===== src/rtl/vga_timing_gen_pkg.sv =====
// ---------------------------------------------------------------------------
// vga_timing_pkg
//   Shared constants and types for the VGA raster timing generator.
//   - DEF_* : default 640x480@60 timing (800 x 525 total raster)
//   - DRAW_W: width of the DrawX/DrawY raster counters
//   - pix_rgb_t: one 12-bit pixel as three 4-bit channels
//   - in_span(): half-open range test used by the sync decoders
// ---------------------------------------------------------------------------
package vga_timing_pkg;

  localparam int DRAW_W = 10;

  localparam int DEF_H_ACTIVE = 640;
  localparam int DEF_H_FP     = 16;
  localparam int DEF_H_SYNC   = 96;
  localparam int DEF_H_BP     = 48;
  localparam int DEF_V_ACTIVE = 480;
  localparam int DEF_V_FP     = 10;
  localparam int DEF_V_SYNC   = 2;
  localparam int DEF_V_BP     = 33;

  localparam int DEF_H_TOTAL = DEF_H_ACTIVE + DEF_H_FP + DEF_H_SYNC + DEF_H_BP;
  localparam int DEF_V_TOTAL = DEF_V_ACTIVE + DEF_V_FP + DEF_V_SYNC + DEF_V_BP;

  typedef struct packed {
    logic [3:0] r;
    logic [3:0] g;
    logic [3:0] b;
  } pix_rgb_t;

  // True when lo <= v < hi.
  function automatic logic in_span(logic [DRAW_W-1:0] v,
                                   logic [DRAW_W-1:0] lo,
                                   logic [DRAW_W-1:0] hi);
    return (v >= lo) && (v < hi);
  endfunction

endpackage


===== src/rtl/vga_timing_gen_if.sv =====
// ---------------------------------------------------------------------------
// vga_timing_gen_if
//   The DrawX/DrawY -> RGB pixel interface shared by the timing generator and
//   every renderer (sprite/background) block.
//   - DrawX, DrawY         : raster position, 0..799 / 0..524, blanking included
//   - line_start           : 1 while DrawX == 0
//   - frame_start          : 1 while DrawX == 0 and DrawY == 0
//   - red_in/green_in/blue_in : renderer colour for a position
//
// Transfer contract: there is no valid/ready pair. The timing generator
// presents a new position on every pixel clock and never stalls; a renderer
// must return the colour for the position shown in cycle n during cycle
// n+PIPE_DELAY, every cycle, with no back-pressure.
// ---------------------------------------------------------------------------
interface vga_timing_gen_if;
  import vga_timing_pkg::*;

  logic [DRAW_W-1:0] DrawX;
  logic [DRAW_W-1:0] DrawY;
  logic              line_start;
  logic              frame_start;
  logic [3:0]        red_in;
  logic [3:0]        green_in;
  logic [3:0]        blue_in;

  // Timing generator side.
  modport master (
    output DrawX, DrawY, line_start, frame_start,
    input  red_in, green_in, blue_in
  );

  // Renderer side.
  modport slave (
    input  DrawX, DrawY, line_start, frame_start,
    output red_in, green_in, blue_in
  );

endinterface


===== src/rtl/vga_timing_gen_sync_delay_line.sv =====
// ---------------------------------------------------------------------------
// sync_delay_line
//   DEPTH x WIDTH shift register, synchronous active-high reset that loads
//   every stage with RESET_VAL. DEPTH = 0 degenerates to a plain wire.
//   Ports:
//     i_clk  : clock
//     i_rst  : synchronous reset, active high
//     i_din  : value entering stage 0
//     o_dout : value leaving the last stage (DEPTH cycles later)
// ---------------------------------------------------------------------------
module sync_delay_line #(
  parameter int               DEPTH     = 1,
  parameter int               WIDTH     = 1,
  parameter logic [WIDTH-1:0] RESET_VAL = '0
) (
  input  logic             i_clk,
  input  logic             i_rst,
  input  logic [WIDTH-1:0] i_din,
  output logic [WIDTH-1:0] o_dout
);

  generate
    if (DEPTH == 0) begin : g_wire
      logic w_unused;
      assign w_unused = i_clk ^ i_rst;
      assign o_dout   = i_din;
    end else begin : g_pipe
      logic [WIDTH-1:0] r_stage [DEPTH];

      always_ff @(posedge i_clk) begin
        if (i_rst) begin
          for (int i = 0; i < DEPTH; i++) r_stage[i] <= RESET_VAL;
        end else begin
          r_stage[0] <= i_din;
          for (int i = 1; i < DEPTH; i++) r_stage[i] <= r_stage[i-1];
        end
      end

      assign o_dout = r_stage[DEPTH-1];
    end
  endgenerate

endmodule


===== src/rtl/vga_timing_gen.sv =====
// ---------------------------------------------------------------------------
// vga_timing_gen
//   VGA raster timing generator (default 640x480@60, 800x525 total).
//   Drives DrawX/DrawY to the renderers, takes their colour back PIPE_DELAY
//   cycles later and re-aligns hsync/vsync/vde to it, blanking RGB outside
//   the active area.
//   Ports:
//     vga_clk          : pixel clock
//     reset            : synchronous reset, active high
//     pix (master)     : DrawX/DrawY/line_start/frame_start out, RGB in
//     hsync, vsync     : active-low syncs, aligned with the RGB outputs
//     vde              : active-video enable, aligned with the RGB outputs
//     red/green/blue   : registered RGB, forced to 0 whenever vde is 0
// ---------------------------------------------------------------------------
module vga_timing_gen
  import vga_timing_pkg::*;
#(
  parameter int H_ACTIVE   = DEF_H_ACTIVE,
  parameter int H_FP       = DEF_H_FP,
  parameter int H_SYNC     = DEF_H_SYNC,
  parameter int H_BP       = DEF_H_BP,
  parameter int V_ACTIVE   = DEF_V_ACTIVE,
  parameter int V_FP       = DEF_V_FP,
  parameter int V_SYNC     = DEF_V_SYNC,
  parameter int V_BP       = DEF_V_BP,
  parameter int PIPE_DELAY = 1
) (
  input  logic             vga_clk,
  input  logic             reset,
  vga_timing_gen_if.master pix,
  output logic             hsync,
  output logic             vsync,
  output logic             vde,
  output logic [3:0]       red,
  output logic [3:0]       green,
  output logic [3:0]       blue
);

  localparam int H_TOTAL = H_ACTIVE + H_FP + H_SYNC + H_BP;
  localparam int V_TOTAL = V_ACTIVE + V_FP + V_SYNC + V_BP;

  localparam logic [DRAW_W-1:0] H_LAST  = DRAW_W'(H_TOTAL - 1);
  localparam logic [DRAW_W-1:0] V_LAST  = DRAW_W'(V_TOTAL - 1);
  localparam logic [DRAW_W-1:0] H_VIS   = DRAW_W'(H_ACTIVE);
  localparam logic [DRAW_W-1:0] V_VIS   = DRAW_W'(V_ACTIVE);
  localparam logic [DRAW_W-1:0] HS_BEG  = DRAW_W'(H_ACTIVE + H_FP);
  localparam logic [DRAW_W-1:0] HS_END  = DRAW_W'(H_ACTIVE + H_FP + H_SYNC);
  localparam logic [DRAW_W-1:0] VS_BEG  = DRAW_W'(V_ACTIVE + V_FP);
  localparam logic [DRAW_W-1:0] VS_END  = DRAW_W'(V_ACTIVE + V_FP + V_SYNC);

  logic [DRAW_W-1:0] r_hc;
  logic [DRAW_W-1:0] r_vc;

  logic       w_act;
  logic       w_hs_n;
  logic       w_vs_n;
  logic [2:0] w_align_d;   // {act, hs_n, vs_n} after PIPE_DELAY cycles

  pix_rgb_t   w_rgb_in;
  pix_rgb_t   r_rgb;
  logic       r_hsync;
  logic       r_vsync;
  logic       r_vde;

  // Raster counters: hc every cycle, vc once per line at the hc wrap.
  always_ff @(posedge vga_clk) begin
    if (reset) begin
      r_hc <= '0;
      r_vc <= '0;
    end else if (r_hc == H_LAST) begin
      r_hc <= '0;
      r_vc <= (r_vc == V_LAST) ? '0 : r_vc + 1'b1;
    end else begin
      r_hc <= r_hc + 1'b1;
    end
  end

  assign pix.DrawX       = r_hc;
  assign pix.DrawY       = r_vc;
  assign pix.line_start  = (r_hc == '0);
  assign pix.frame_start = (r_hc == '0) && (r_vc == '0);

  // Undelayed decodes of the current raster position.
  assign w_act  = (r_hc < H_VIS) && (r_vc < V_VIS);
  assign w_hs_n = ~in_span(r_hc, HS_BEG, HS_END);
  assign w_vs_n = ~in_span(r_vc, VS_BEG, VS_END);

  // Delays the decodes by the renderer latency; reset flushes it to the
  // inactive pattern so no partial sync pulse can leak out after reset.
  sync_delay_line #(
    .DEPTH     (PIPE_DELAY),
    .WIDTH     (3),
    .RESET_VAL (3'b011)
  ) u_align (
    .i_clk  (vga_clk),
    .i_rst  (reset),
    .i_din  ({w_act, w_hs_n, w_vs_n}),
    .o_dout (w_align_d)
  );

  assign w_rgb_in = '{r: pix.red_in, g: pix.green_in, b: pix.blue_in};

  // Output register: colour and its matching delayed decodes land together.
  always_ff @(posedge vga_clk) begin
    if (reset) begin
      r_hsync <= 1'b1;
      r_vsync <= 1'b1;
      r_vde   <= 1'b0;
      r_rgb   <= '0;
    end else begin
      r_vde   <= w_align_d[2];
      r_hsync <= w_align_d[1];
      r_vsync <= w_align_d[0];
      r_rgb   <= w_align_d[2] ? w_rgb_in : '0;
    end
  end

  assign hsync = r_hsync;
  assign vsync = r_vsync;
  assign vde   = r_vde;
  assign red   = r_rgb.r;
  assign green = r_rgb.g;
  assign blue  = r_rgb.b;

endmodule


===== src/flat_wrapper.sv =====
// flat-port wrapper written by rule: the top's interface ports become plain ports
module vga_timing_gen_flat import vga_timing_pkg::*;
#(
  parameter int H_ACTIVE   = DEF_H_ACTIVE,
  parameter int H_FP       = DEF_H_FP,
  parameter int H_SYNC     = DEF_H_SYNC,
  parameter int H_BP       = DEF_H_BP,
  parameter int V_ACTIVE   = DEF_V_ACTIVE,
  parameter int V_FP       = DEF_V_FP,
  parameter int V_SYNC     = DEF_V_SYNC,
  parameter int V_BP       = DEF_V_BP,
  parameter int PIPE_DELAY = 1
)
  (vga_clk, reset, hsync, vsync, vde, red, green, blue, pix_DrawX, pix_DrawY, pix_line_start, pix_frame_start, pix_red_in, pix_green_in, pix_blue_in);
  vga_timing_gen_if pix_i ();
  input  logic vga_clk;
  input  logic reset;
  output logic hsync;
  output logic vsync;
  output logic vde;
  output logic [3:0] red;
  output logic [3:0] green;
  output logic [3:0] blue;
  output wire logic [$bits(pix_i.DrawX)-1:0] pix_DrawX;
  output wire logic [$bits(pix_i.DrawY)-1:0] pix_DrawY;
  output wire logic [$bits(pix_i.line_start)-1:0] pix_line_start;
  output wire logic [$bits(pix_i.frame_start)-1:0] pix_frame_start;
  input wire logic [$bits(pix_i.red_in)-1:0] pix_red_in;
  input wire logic [$bits(pix_i.green_in)-1:0] pix_green_in;
  input wire logic [$bits(pix_i.blue_in)-1:0] pix_blue_in;
  assign pix_DrawX = pix_i.DrawX;
  assign pix_DrawY = pix_i.DrawY;
  assign pix_line_start = pix_i.line_start;
  assign pix_frame_start = pix_i.frame_start;
  assign pix_i.red_in = pix_red_in;
  assign pix_i.green_in = pix_green_in;
  assign pix_i.blue_in = pix_blue_in;
  vga_timing_gen #(.H_ACTIVE(H_ACTIVE), .H_FP(H_FP), .H_SYNC(H_SYNC), .H_BP(H_BP), .V_ACTIVE(V_ACTIVE), .V_FP(V_FP), .V_SYNC(V_SYNC), .V_BP(V_BP), .PIPE_DELAY(PIPE_DELAY)) u_core (.vga_clk(vga_clk), .reset(reset), .pix(pix_i), .hsync(hsync), .vsync(vsync), .vde(vde), .red(red), .green(green), .blue(blue));
endmodule

===== config.mk =====
export PLATFORM = sky130hd
export DESIGN_NAME = vga_timing_gen_flat
export DESIGN_NICKNAME = d
export VERILOG_FILES = /design/src/rtl/vga_timing_gen_pkg.sv /design/src/rtl/vga_timing_gen_if.sv /design/src/rtl/vga_timing_gen_sync_delay_line.sv /design/src/rtl/vga_timing_gen.sv /design/src/flat_wrapper.sv
export SDC_FILE = /design/constraint.sdc
export NUM_CORES = 1
export LEC_CHECK = 0
export ABC_CLOCK_PERIOD_IN_PS = 4500
export CAP_MARGIN = 15
export CORE_ASPECT_RATIO = 0.5
export CORE_MARGIN = 2
export CORE_UTILIZATION = 35
export CTS_BUF_LIST = sky130_fd_sc_hd__clkbuf_4 sky130_fd_sc_hd__clkbuf_8
export DETAILED_ROUTE_END_ITERATION = 10
export GPL_TIMING_DRIVEN = 0
export PLACE_DENSITY = 0.63
export SLEW_MARGIN = 25
export SYNTH_ARGS = -nofsm -noshare
export SYNTH_HDL_FRONTEND = slang
export SYNTH_HIERARCHICAL = 1
export SYNTH_SLANG_ARGS = --single-unit

===== constraint.sdc =====
create_clock -name vga_clk -period 4.5 [get_ports vga_clk]
set_input_delay 0.675 -clock vga_clk [delete_from_list [all_inputs] [get_ports vga_clk]]
set_output_delay 0.675 -clock vga_clk [all_outputs]
set_load 0.1 [all_outputs]

==> metrics.txt, run 1 <==
synth unique cells 36; CP required 3830 ps; CTS Buf Count 5; synthesized flop and latch total 38; I/O pin cnt 51; Clock Latency Late Sink 290 ps; vias in the first global route 1,128; Worst-Margin Slew 993 ps; Clock transition at path regs 80 ps; most frequent cell after synthesis dfxtp_1; DP Area 2100 um2; Sum Neg Setup Slack 0 ps; die area 4940 um2; RePlAce Congestion 0.812; final hold vios 0; number of placement rows 16; Ant. Diodes 0; postcts setup bufs 0; Iter 0 DRT Violations 60; Die W 97.4 um; outcome finished clean; Slew headroom 33.6%; total gr overflow 0; Max Buffers Root-to-Sink 2; Final Routed Wirelength 3370 um; register area 761 um2; Min Clock Period, post-route 3680 ps; 1st-pass router iterations 4; Peak supply drop 0.000158 V; Synth Warn # 6; fin area 2190 um2; DIE HEIGHT 50.7 um; Mapped Nets 177; synthesis-to-layout area growth 43.8%; Yosys top cell by area dfxtp_1; post-route ant nets 0; All-Layer GR Usage 14.3%; PostCTS Resize Cnt 0; Synth top area share 49.8%; Root Buffer clkbuf_8; post-route clock period utilization 81.7%; number of max-cap violations 0; initial antenna violation count 0; FMAX 272 MHz; largest net degree at the start of global routing 13; pwr dens 325 nW/um2; area of the multi-input gates 723 um2; register area share after synthesis 49.8%; Synth Instances 159; Commonest cells post-synth dfxtp_1 (38), nor2_1 (19), and2_1 (12); clk sink count 38; CP Capture Type primary output; DRC errors left 0; data arrival time of the worst path 3000 ps; CP startpoint kind register; via/cell ratio 4.58; first-pass GRT wire length 5520 um; DP Wirelength 2490 um; CTS tree built; share of cells above drive strength 1 10.1%; Final Util 54.3%; vias post-DR 1,240; Worst Path Max Fanout 6; Post-synth EDFFs 0; skew final 7.24 ps; Most used DFF post-synth dfxtp_1; Initial Utilization 37.7%; Filler cells 388; Leak Pwr 0.807 nW; H-tree levels 2; Synth Cell Area 1530 um2; asr flop ratio synth 0%; DR WL/cell 12.4 um; RSZ-0062 raised after global routing false; Area contributors post-synth dfxtp_1 (50%), and2_1 (4.9%), nor2_1 (4.7%); setup violators final 0; # port buffers 50; fin nets 234; Pins Over Slew Limit 0; Setup CP Type reg -> out; core box area 4040 um2; syn avg cell area 9.60 um2; hold buffer count at CTS 0; worst hold-check path type reg -> reg
==> routing by layer <==
| metal | track usage, % | vias up | part of all wire, % |
|---|---|---|---|
| met4 | 4.86 | 0 | 1.0 |
| met1 | 19.9 | 554 | 52 |
| met2 | 20.9 | 33 | 42 |
| li1 | - | 648 | - |
| met3 | 4.74 | 5 | 5.1 |
| met5 | 0 | - | 0 |
==> state kept, by name (all words and copies together), names as in the netlist <==
name	flops
u_core/pix.DrawX	10
u_core/pix.DrawY	10
u_core/blue	4
u_core/green	4
u_core/red	4
u_core/u_align/g_pipe.r_stage	3
u_core/hsync	1
u_core/vde	1
u_core/vsync	1
==> worst paths after layout <==
kind / start / end / slack [ps] / depth (start not counted)
worst max-delay path: u_core/pix.DrawX[0] / pix_frame_start / 820 / 6
worst min-delay path: u_core/u_align/g_pipe.r_stage[0][0] / u_core/vsync / 410 / 1
worst max register to register: u_core/pix.DrawX[0] / u_core/pix.DrawX[7] / 2450 / 6
worst min register to register: u_core/u_align/g_pipe.r_stage[0][0] / u_core/vsync / 410 / 1
==> power breakdown <==
group          switching [W]  leakage, nW  internal [W]  total [W]
logic              0.0000896        0.450     0.0000348   0.000124
clock network       0.000116       0.0472      0.000123   0.000239
registers         0.00000485        0.309      0.000344   0.000349
total               0.000211        0.807      0.000501   0.000712
==> through the flow <==
stage	power [W]	hold WS, ps	instances	worst slack (ps)
after global routing	0.000741	437	271	712
after detailed placement	0.000481	395	263	1120
after CTS	0.000725	414	271	798
after global placement	0.000481	394	263	1120
after floorplan	0.000445	389	159	21.6
final	0.000712	413	271	823
==> critical path: stages (launching register included) <==
cell and delay [ps]:
dfxtp_1 360, inv_1 70, ha_1 160, or4b_2 600, nor3_2 210, and4_1 190, clkdlybuf4s50_1 1130
==> cells in the final DEF (no fill, tap or decap), types with 5 or more instances in the layout <==
cell and n:
xnor2_1 8, nand2_1 5, nand3_1 5, clkbuf_8 6, dfxtp_1 38, clkdlybuf4s50_1 50
and2_1 12, xor2_1 5, inv_1 7, nor2_1 19, nor4_1 5
==> cell type report <==
cell class,instances,share of cell area (%)
clock inverters,2,0.570
plain buffers,5,0.969
flip-flops and latches,38,34.7
well taps,54,3.08
multi-input cells,109,33.0
clock buffers,6,3.76
repair buffers,50,22.8
inverters,7,1.20
==> kinds of logic after synthesis <==
group | count (synthesis) | share of synthesized area [%]
multiplexers | 2 | 1.31
flip-flops | 38 | 49.8
AND/OR/NAND/NOR | 81 | 31.5
XOR/XNOR | 13 | 7.46
buffers and inverters | 12 | 3.12
adder cells (fa/ha/maj) | 4 | 3.28
AO/OA/AOI/OAI | 9 | 3.52
Power figures use the tool's default switching activity.
==> run 2: changes to the inputs <==
ABC_CLOCK_PERIOD_IN_PS = 3800   (was 4500)
clock period = 3.8 ns   (was 4.5 ns; I/O delays follow)
==> metrics.txt, run 2 (synthesized netlist as in run 1, its figures left out) <==
outcome finished clean; pwr dens 412 nW/um2; postcts setup bufs 0; Clock Latency Late Sink 290 ps; CP Capture Type primary output; slowest CP cell clkdlybuf4s50_1; Sum Neg Setup Slack 0 ps; Clock transition at path regs 80 ps; DRC errors left 0; Peak supply drop 0.000256 V; max incr delay on CP 1130 ps; CP required 3230 ps; final hold vios 0; cells along the critical path inv_1 -> ha_1 -> or4b_2 -> nor3_4 -> and4_2 -> clkdlybuf4s50_1; worst r2r src u_core/pix.DrawX[0]; Setup CP Type reg -> out; Worst-Margin Slew 981 ps; number of max-cap violations 0; CTS tree built; Slew headroom 34.4%; RePlAce Congestion 0.802; All-Layer GR Usage 14.6%; fin nets 234; post-route clock period utilization 95.4%; die area 4940 um2; hold buffer count at CTS 0; vias in the first global route 1,090; Max Buffers Root-to-Sink 2; # port buffers 50; min-delay src u_core/u_align/g_pipe.r_stage[0][0]; first-pass GRT wire length 5570 um; Min Clock Period, post-route 3620 ps; synthesis-to-layout area growth 45.4%; Pins Over Slew Limit 0; commonest non-fill, non-tap cell in the layout clkdlybuf4s50_1; PostCTS Resize Cnt 0; sequential share of power 45.2%; 1st-pass router iterations 4; H-tree levels 2; Ant. Diodes 0; Initial Utilization 37.7%; worst hold-check path type reg -> reg; logic gate share of total power 16.3%; Clk pwr share 38.5%; placed cells 263; skew final 8.16 ps; DIE HEIGHT 50.7 um; Setup crit start u_core/pix.DrawX[0]; Sw Share 27.8%; share of cells above drive strength 1 10.2%; CP startpoint kind register; Leak Pwr 0.819 nW; number of placement rows 16; CP Buf/Inv Count 2; I/O pin cnt 51; commonest non-fill, non-tap cells in the layout clkdlybuf4s50_1 (50), dfxtp_1 (38), nor2_1 (19); fin area 2220 um2; core box area 4040 um2; Final Routed Wirelength 3430 um; CTS Buf Count 5; setup violators final 0; vias post-DR 1,275; data arrival time of the worst path 3050 ps; Iter 0 DRT Violations 69; total gr overflow 0; Non-Filler Instances 270; CP top delay family buffers and inverters; RSZ-0062 raised after global routing false; final worst-path setup slack 176 ps; DP Wirelength 2470 um; clk sink count 38; DR WL/cell 12.7 um; worst hold slack 410 ps; Root Buffer clkbuf_8; worst slack, placed 490 ps; DP Area 2110 um2; post-route ant nets 0; Worst Path Max Fanout 6; P_int 0.000659 W; initial antenna violation count 0; Die W 97.4 um; via/cell ratio 4.72; largest net degree at the start of global routing 12; FMAX 276 MHz; Switch Pwr 0.000254 W
[run 2: worst paths after layout]
| kind | endpoint | slack, ps | depth (start not counted) |
|---|---|---|---|
| hold reg to reg | u_core/vsync | 410 | 1 |
| hold / removal | u_core/vsync | 410 | 1 |
| setup / recovery | pix_frame_start | 180 | 6 |
| setup reg to reg | u_core/pix.DrawX[5] | 1690 | 6 |
[run 2: stage by stage]
step,power (W),util [%]
6_report,0.000914,54.9
5_1_grt,0.000955,54.9
2_1_floorplan,0.000530,-
3_5_place_dp,0.000572,52.1
4_1_cts,0.000919,54.9
3_3_place_gp,0.000571,52.1
[run 2: power groups by stage]
stage               Sequential (W)  Clock [W]  Combinational (W)
floorplan                 0.000483          0          0.0000468
global placement          0.000422          0           0.000149
detailed placement        0.000422          0           0.000150
CTS                       0.000413   0.000356           0.000150
global route              0.000414   0.000386           0.000155
finish                    0.000413   0.000352           0.000149
[run 2: routing by layer]
metal	GRT usage [%]	vias up	share of wire, %	wire length (um)
met3	4.60	5	5.4	186
li1	-	646	-	-
met2	20.9	39	42	1440
met1	20.1	585	51	1760
met5	0	-	0	0
met4	6.94	0	1.4	48
[run 2: cell type report]
class | instances | area (um2)
multi-input cells | 109 | 731
clock inverters | 1 | 30.0
well taps | 54 | 67.6
clock buffers | 6 | 82.6
plain buffers | 5 | 21.3
fillers | 380 | 1820
flip-flops and latches | 38 | 761
repair buffers | 50 | 500
inverters | 7 | 26.3
==> run 3: changes to the inputs <==
ABC_CLOCK_PERIOD_IN_PS = 3350   (was 3800)
clock period = 3.35 ns   (was 3.8 ns; I/O delays follow)
==> metrics.txt, run 3 (synthesized netlist as in run 1, its figures left out) <==
outcome finished clean; CTS Buf Count 5; post-route ant nets 0; hold buffer count at CTS 0; number of placement rows 16; Overall Power 0.00102 W; fin nets 234; Iter 0 DRT Violations 69; I/O pin cnt 51; FMAX 312 MHz; post-route clock period utilization 95.6%; clk sink count 38; Min Clock Period, post-route 3200 ps; Final Routed Wirelength 3250 um; Pins Over Slew Limit 0; Clock Latency Late Sink 280 ps; All-Layer GR Usage 13.8%; Max Buffers Root-to-Sink 2; final hold vios 0; worst hold-check path type reg -> reg; commonest non-fill, non-tap cells in the layout clkdlybuf4s50_1 (48), dfxtp_1 (35), nor2_1 (19); Leak Pwr 0.826 nW; Peak supply drop 0.000179 V; number of max-cap violations 0; CP startpoint kind register; DR WL/cell 12.0 um; Sum Neg Setup Slack 0 ps; H-tree levels 2; largest net degree at the start of global routing 14; first-pass GRT wire length 5280 um; RSZ-0062 raised after global routing false; synthesis-to-layout area growth 45.9%; Slew headroom 33.6%; 1st-pass router iterations 4; cells along the critical path inv_1 -> ha_1 -> or4b_2 -> nor3_4 -> and4_4 -> dlygate4sd2_1; Clock transition at path regs 80 ps; CTS tree built; Worst Path Max Fanout 6; setup violators final 0; CP required 2850 ps; Worst-Margin Slew 992 ps; DP Wirelength 2450 um; core box area 4040 um2; pwr dens 457 nW/um2; initial antenna violation count 0; Die W 97.4 um; Initial Utilization 37.7%; vias in the first global route 1,078; Final Util 55.1%; total gr overflow 0; share of cells above drive strength 1 12.0%; DRC errors left 0; RePlAce Congestion 0.775; commonest non-fill, non-tap cell in the layout clkdlybuf4s50_1; Setup CP Type reg -> out; skew final 2.74 ps; Root Buffer clkbuf_8; max incr delay on CP 850 ps; data arrival time of the worst path 2700 ps; DIE HEIGHT 50.7 um; CP Capture Type primary output; # port buffers 50; Ant. Diodes 0; slowest CP cell dlygate4sd2_1; die area 4940 um2; via/cell ratio 4.61; vias post-DR 1,248
## run 3: path summary, 6_finish.rpt
kind / end / slack, ps / startpoint / cells after the start
max: pix_frame_start / 150 / u_core/pix.DrawX[0] / 6
max reg2reg: u_core/pix.DrawX[8] / 1280 / u_core/pix.DrawX[0] / 6
min reg2reg: u_core/vsync / 410 / u_core/u_align/g_pipe.r_stage[0][0] / 1
min: u_core/vsync / 410 / u_core/u_align/g_pipe.r_stage[0][0] / 1
## run 3: metrics by stage
stage,instance area (um2),setup WS [ps],instances,hold WS (ps)
after floorplan,1540,37.7,159,389
after global placement,2110,177,263,392
after detailed placement,2110,165,263,395
after CTS,2220,32.7,271,414
after global routing,2230,39.9,271,424
final,2230,146,271,410
## run 3: power by group
| part | internal [W] | switching, W |
|---|---|---|
| clock network | 0.000221 | 0.000158 |
| registers | 0.000462 | 0.00000644 |
| logic | 0.0000475 | 0.000121 |
## run 3: layer usage
metal  part of all wire, %  wire (um)  track usage [%]
met5                     0          0                0
met4                  0.89         29             3.47
met1                    52       1690             18.5
met2                    41       1330             21.1
met3                   6.2        203             5.01
## run 3: cell type report
cell class                 count  area (um2)
buffer                         5        21.3
clock buffer                   5        68.8
clock inverter                 3        45.0
fill                         376        1820
inverter                       7        26.3
multi-input combinational    109         732
sequential                    38         764
tap                           54        67.6
timing repair buffer          50         502
## run 3: repair_timing
| action | CTS | global route |
|---|---|---|
| setup endpoints to repair | 1 | 1 |
| resized for setup | 1 | 1 |
| setup buffers | 0 | 0 |
| pin swaps | 0 | 0 |
## run 3: critical path: cells and delay by family, from the launching register on
| kind | cells | cell delay, ps |
|---|---|---|
| flip-flops | 1 | 350 |
| adder cells (fa/ha/maj) | 1 | 150 |
| AND/OR/NAND/NOR | 3 | 1010 |
| buffers and inverters | 2 | 910 |
